### config.mk
export PLATFORM = sky130hd
export DESIGN_NAME = sync_ptr_w2r_mc
export DESIGN_NICKNAME = d
export VERILOG_FILES = /design/src/rtl/sync_ptr_w2r_mc.sv
export SDC_FILE = /design/constraint.sdc
export NUM_CORES = 1
export LEC_CHECK = 0
export CELL_PAD_IN_SITES_DETAIL_PLACEMENT = 2
export CELL_PAD_IN_SITES_GLOBAL_PLACEMENT = 2
export CORE_AREA = 2 2 60 62
export DETAILED_ROUTE_END_ITERATION = 10
export DIE_AREA = 0 0 62 64
export GPL_TIMING_DRIVEN = 0
export HOLD_SLACK_MARGIN = 0.03
export PLACE_DENSITY_LB_ADDON = 0.3
export SYNTH_ARGS = -nofsm -noshare
export SYNTH_HDL_FRONTEND = slang
export SYNTH_SLANG_ARGS = --single-unit
### constraint.sdc
create_clock -name rclk -period 2.7 [get_ports rclk]
set_input_delay 0.54 -clock rclk [delete_from_list [all_inputs] [get_ports rclk]]
set_output_delay 0.54 -clock rclk [all_outputs]
set_load 0.01 [all_outputs]
### src/rtl/sync_ptr_w2r_mc.sv
// Multi-channel Gray write-pointer synchroniser into the read domain, with a
// registered decode stage: binary pointer, advance pulse, step size, sticky step error.
module sync_ptr_w2r_mc #(
    parameter int unsigned ADDR_WIDTH  = 4,
    parameter int unsigned SYNC_STAGES = 2,
    parameter int unsigned NUM_CH      = 1
) (
    input  logic                             rclk,
    input  logic                             rrst,
    input  logic [NUM_CH*(ADDR_WIDTH+1)-1:0] wptr_gray,
    input  logic [NUM_CH-1:0]                err_clr,
    output logic [NUM_CH*(ADDR_WIDTH+1)-1:0] rq_wptr_gray,
    output logic [NUM_CH*(ADDR_WIDTH+1)-1:0] rq_wptr_bin,
    output logic [NUM_CH-1:0]                wptr_adv,
    output logic [NUM_CH*(ADDR_WIDTH+1)-1:0] wptr_delta,
    output logic [NUM_CH-1:0]                ptr_err
);
    localparam int unsigned   PW    = ADDR_WIDTH + 1;
    localparam int unsigned   BW    = NUM_CH * PW;
    localparam logic [PW-1:0] DEPTH = {1'b1, {ADDR_WIDTH{1'b0}}};

    if (SYNC_STAGES < 2 || SYNC_STAGES > 4) begin : g_bad_stages
        $error("sync_ptr_w2r_mc: SYNC_STAGES must be in 2..4");
    end
    if (NUM_CH < 1 || NUM_CH > 8) begin : g_bad_channels
        $error("sync_ptr_w2r_mc: NUM_CH must be in 1..8");
    end

    // Each stage carries every channel side by side; channels never interact.
    logic [SYNC_STAGES-1:0][BW-1:0] sync_q;

    logic [BW-1:0]     bin_q, bin_d;
    logic [BW-1:0]     delta_q, delta_d;
    logic [NUM_CH-1:0] adv_q, adv_d;
    logic [NUM_CH-1:0] err_q, err_d;

    function automatic logic [PW-1:0] gray2bin(input logic [PW-1:0] g);
        logic [PW-1:0] b;
        b[PW-1] = g[PW-1];
        for (int unsigned i = 1; i < PW; i++) begin
            b[PW-1-i] = b[PW-i] ^ g[PW-1-i];
        end
        return b;
    endfunction

    always_ff @(posedge rclk or posedge rrst) begin
        if (rrst) begin
            sync_q <= '0;
        end else begin
            sync_q[0] <= wptr_gray;
            for (int unsigned k = 1; k < SYNC_STAGES; k++) begin
                sync_q[k] <= sync_q[k-1];
            end
        end
    end

    assign rq_wptr_gray = sync_q[SYNC_STAGES-1];

    // bin_q doubles as the previous sample; set wins over a coincident clear.
    always_comb begin
        bin_d   = '0;
        delta_d = '0;
        adv_d   = '0;
        err_d   = err_q;
        for (int unsigned c = 0; c < NUM_CH; c++) begin
            bin_d[c*PW +: PW]   = gray2bin(rq_wptr_gray[c*PW +: PW]);
            delta_d[c*PW +: PW] = bin_d[c*PW +: PW] - bin_q[c*PW +: PW];
            adv_d[c]            = (bin_d[c*PW +: PW] != bin_q[c*PW +: PW]);
            if (delta_d[c*PW +: PW] > DEPTH) begin
                err_d[c] = 1'b1;
            end else if (err_clr[c]) begin
                err_d[c] = 1'b0;
            end
        end
    end

    always_ff @(posedge rclk or posedge rrst) begin
        if (rrst) begin
            bin_q   <= '0;
            delta_q <= '0;
            adv_q   <= '0;
            err_q   <= '0;
        end else begin
            bin_q   <= bin_d;
            delta_q <= delta_d;
            adv_q   <= adv_d;
            err_q   <= err_d;
        end
    end

    assign rq_wptr_bin = bin_q;
    assign wptr_delta  = delta_q;
    assign wptr_adv    = adv_q;
    assign ptr_err     = err_q;

endmodule

* Word level (Yosys, flattened, before mapping)
Cells that the tools add are included.
** Cells by class
- Add/sub/neg operators :: 1
- Multiply operators :: 0
- Div/mod/pow operators :: 0
- Order comparisons :: 1
- Equal/unequal tests :: 1
- Shift-type cells :: 0
- Mux-type cells :: 2
- Bitwise gates (word level) :: 4
- Reductions and logical operators :: 1
** Operators with widths (number)
- 5-bit > comparator (second input constant) :: 1
- 5-bit != test :: 1
- 5-bit subtractor :: 1
- 1-bit bitwise XOR :: 4
- 1-bit 2-to-1 mux :: 2
- 2-bit nonzero test :: 1
** Storage, ports and cells
- Flip-flop bits (word level) :: 22
- Latch bits :: 0
- RAM bits :: 0
- Memory bits (read-only) :: 0
- Logic and storage cells :: 16
- Memories kept :: 0

* Logic depth before layout (Yosys ltp)
- Word-level depth :: 7
- Depth in mapped cells :: 10
- Mapped depth without buffers :: 10

* Worst setup path before layout
No wires, ideal clock.
- Path kind :: reg-to-reg
- Start :: register sync_q (netlist bit rq_wptr_gray[4])
- End :: register err_q (netlist: ptr_err)
- Library setup time :: 0.126 ns
- Arrival time :: 2.477 ns
- Data required time :: 2.574 ns
- Setup slack :: 0.097 ns
- Stages on the path, launching flop included :: 10
- Path buffers :: 0
- Clock period less this slack :: 2.603 ns
- Cells stage by stage :: dfrtp_1 xor2_2 xor2_2 xnor2_2 xor2_1 ha_1 fa_1 inv_1 or3_1 o32a_1
** Between the ends
- Longest elaborated chain between the ends :: 7
- Elaborated cells on any way between the ends :: 8
- Classes of those cells :: add/sub (1); order compare (1); mux (1); bitwise (4); reduce/logical (1)
** RTL lines
- start, declared :: RTL line 30 : logic [SYNC_STAGES-1:0][BW-1:0] sync_q;
- start signal, assigned by index :: RTL line 52 : sync_q[k] <= sync_q[k-1];
- 1-bit bitwise XOR (*) :: RTL line 41 : b[PW-1-i] = b[PW-i] ^ g[PW-1-i];
- named net bin_d[3] :: RTL line 32 : logic [BW-1:0] bin_q, bin_d;
- 1-bit bitwise XOR (*) :: RTL line 41
- named net bin_d[2] :: RTL line 32
- 1-bit bitwise XOR (*) :: RTL line 41
- 1-bit bitwise XOR :: RTL line 41
- 5-bit subtractor (*) :: RTL line 67 : delta_d[c*PW +: PW] = bin_d[c*PW +: PW] - bin_q[c*PW +: PW];
- named net delta_d[1] :: RTL line 33 : logic [BW-1:0] delta_q, delta_d;
- 5-bit > comparator (*) :: RTL line 69 : if (delta_d[c*PW +: PW] > DEPTH) begin
- 1-bit 2-to-1 mux or 2-bit nonzero test (tied branches)
- end signal, assigned :: RTL line 87 : err_q <= err_d;
- end, declared :: RTL line 35 : logic [NUM_CH-1:0] err_q, err_d;
The timed path passes the listed nets; every way through them passes the cells marked *.
A chain may end at the register's enable or synchronous reset.

* Worst setup path in the final report
- Start :: register sync_q (netlist bit rq_wptr_gray[3])
- End :: register err_q (netlist: ptr_err)
The elaborated chain is that of the path after synthesis.

==> results.md <==
- IO Count: 25
- Die width: roughly 62 um
- RD Place Congestion: between 0.6 and 0.7
- Clock Skew: ~2.4 ps
- EDFF count, synth: 0
- Setup violators final: 0
- Pins over their slew limit: 0
- Max VDD drop: between 200 and 300 uV
- Seq/Total Area, Yosys: 0.645
- Synth async-reset ratio: 1.00
- Total Wirelength: between 1500 and 2000 um
- I/O Buffers: 24
- Period Utilization, post-route: 0.976
- Rows: 21
- RSZ-0062 raised after global routing: yes
- Final cell count without fillers: 140
- Synth top area cells: dfrtp_1 65%, ha_1 5.9%, buf_4 4.4%
- Ys flop type: dfrtp_1
- CP endpoint kind: flip-flop
- DR WL/cell: between 10 and 15 um
- Crit Path Class: reg2reg
- H-tree depth: 1
- Antenna Diode Count: 0
- Pwr dens: about 760 nW/um^2
- Cell taking the most area after synthesis: dfrtp_1
- Initial antenna violation count: 0
- Synth Cell Area: around 850 sq um
- Share of cells above drive strength 1: 0.202
- Largest net degree at the start of global routing: 23
- Fillers: ~350
- CP Launch Type: flip-flop
- Pre-antenna DRT Iters: 2
- Top-count cell post-synth: dfrtp_1
- Mux share of post-synthesis cell area: 0
- Hold Vio Cnt, Final: 0
- Post-Synth XOR/XNOR Area: 0.119
- Clk buf depth: 2
- Syn nets: 74
- Synth top area share: 0.645
- Post-layout min period: 2630 ps
- Compound-gate portion of the synthesized area: 0.0293
- Rel. slew slack: 0.449
- Critical path data arrival time: around 2800 ps
- Static leakage: approximately 0.00055 uW
- Fin util: 0.373
- Root Buffer: clkbuf_4
- DP Wirelength: 1200 um
- Initial Utilization: 0.260
- Worst hold slack: about 360 ps
- P&R area growth vs syn: 43.7%
- Clock sink count: 22
- Synth warn: 0
- Seq cells post-synth: 22
- Area of the multi-input gates: about 250 sq um
- Fmax achieved: about 0.38 GHz
- Area of the core: ~3300 sq um
- Nets@finish: ~110
- Clock Latency Late Sink: roughly 300 ps
- Adder-Cell Fraction of Synth Area: 0.0821
- First-pass GRT wire length: ~2800 um
- Slew @ Worst Pin: between 800 and 900 ps
- Overall routing resource usage: 0.0985
- Total die area: between 3000 and 4000 sq um
- Mapped Cells: 61
- # DRC: 0
- FF+latch area: 551 sq um
- Synth cell types: 18
- TritonCTS Buffers: 3
- Reg clk slew, reported paths: about 110 ps
- Worst Path Required: 2900 ps
- Congestion Overflow GR: 0
- Vias in the first global route: 646
- TritonCTS clock tree: done
- Via count: roughly 550
- # Max-Cap Violations: 0
- CP max FO: 2
- Routed Antenna Nets: 0
- Syn_area_per_cell: 14.0 sq um
- Height of the die: roughly 64 um
- Worst Hold Class: reg2reg
- Post-Synth Simple-Gate Area: 0.0499
- Commonest cells post-synth: 22 x dfrtp_1, 7 x inv_1, 5 x buf_4, 4 x ha_1
- Status: completed
- Hold_buf cts: 0
- Largest family of logic cells by synthesized area: XOR/XNOR gates
- Via/cell ratio: 3.95
- Placed Cells: 131
- DR iter-0 viols: 1
-- final cells by class --
| type | count | share of cell area |
|---|---|---|
| well taps | 46 | 0.0469 |
| flip-flops and latches | 22 | 0.449 |
| plain buffers | 5 | 0.0306 |
| clock buffers | 3 | 0.0184 |
| repair buffers | 30 | 0.233 |
| inverters | 7 | 0.0214 |
| multi-input cells | 27 | 0.201 |
-- stage by stage --
step	setup slack, ps	instance area (sq um)	TNS [ps]	total power, uW
finish	66.0	1230	0	929
floorplan	96.9	853	0	598
global route	-86.1	1230	-86.1	1010
detailed placement	-108	1150	-108	773
global placement	-71.0	1150	-71.0	756
CTS	6.78	1200	0	935
-- sequential cells by signal, summed over array words and instances (netlist names) --
register      count
ptr_err           1
rq_wptr_bin       5
rq_wptr_gray      5
sync_q            5
wptr_adv          1
wptr_delta        5
-- path summary, 6_finish.rpt --
path	from	slack, ps	endpoint	cells after the start
worst min register to register	sync_q[1]	360	rq_wptr_gray[1]	0
worst min-delay path	sync_q[1]	360	rq_wptr_gray[1]	0
worst max-delay path	rq_wptr_gray[3]	70	ptr_err	9
worst max register to register	rq_wptr_gray[3]	70	ptr_err	9
max in group asynchronous	rrst	1510	wptr_delta[3]	2
min in group asynchronous	rrst	680	sync_q[2]	2
-- kinds of logic after synthesis --
group                    Yosys count
AO/OA/AOI/OAI                      4
XOR/XNOR                           9
adder cells (fa/ha/maj)            5
buffers and inverters             12
flip-flops                        22
AND/OR/NAND/NOR                    9
-- what timing repair did --
| action | in CTS | in global routing |
|---|---|---|
| endpoints found under the setup margin | 1 | 1 |
| resized for setup | 0 | 2 |
| pin swaps | 3 | 4 |
| hold endpoints to repair | 0 | 0 |
| buffers inserted | 4 | 2 |
-- worst max-delay path: stages, from the launching register on --
cell and delay [ps]:
dfrtp_1 420, xor2_2 230, xor2_2 230, xnor2_2 110, xor2_1 170, ha_2 190, fa_1 470, inv_1 50
or3_4 370, o32a_1 290
-- placed cells by master, fill, tap and decap left out, drive strengths merged, types with 2 or more instances in the layout --
master and count:
a21oi 2, buf 11, clkbuf 3, clkdlybuf4s50 24, dfrtp 22, ha 4, inv 7, nand2 2
nor2 3, xnor2 4, xor2 5
-- report_power, final --
part           switching, uW  total (uW)  internal (uW)
Combinational            157         363            205
Sequential              25.5         419            394
Clock                   95.0         147           52.1
Total                    278         929            651
-- per-layer routing --
metal | vias to the layer above | routed length (um) | GRT usage
met1 | 281 | 580 | 0.102
met5 | - | 0 | 0
met2 | 20 | 900 | 0.164
met4 | 0 | 38 | 0.0638
met3 | 4 | 109 | 0.0304
li1 | 248 | - | -
Power figures use the tool's default switching activity.
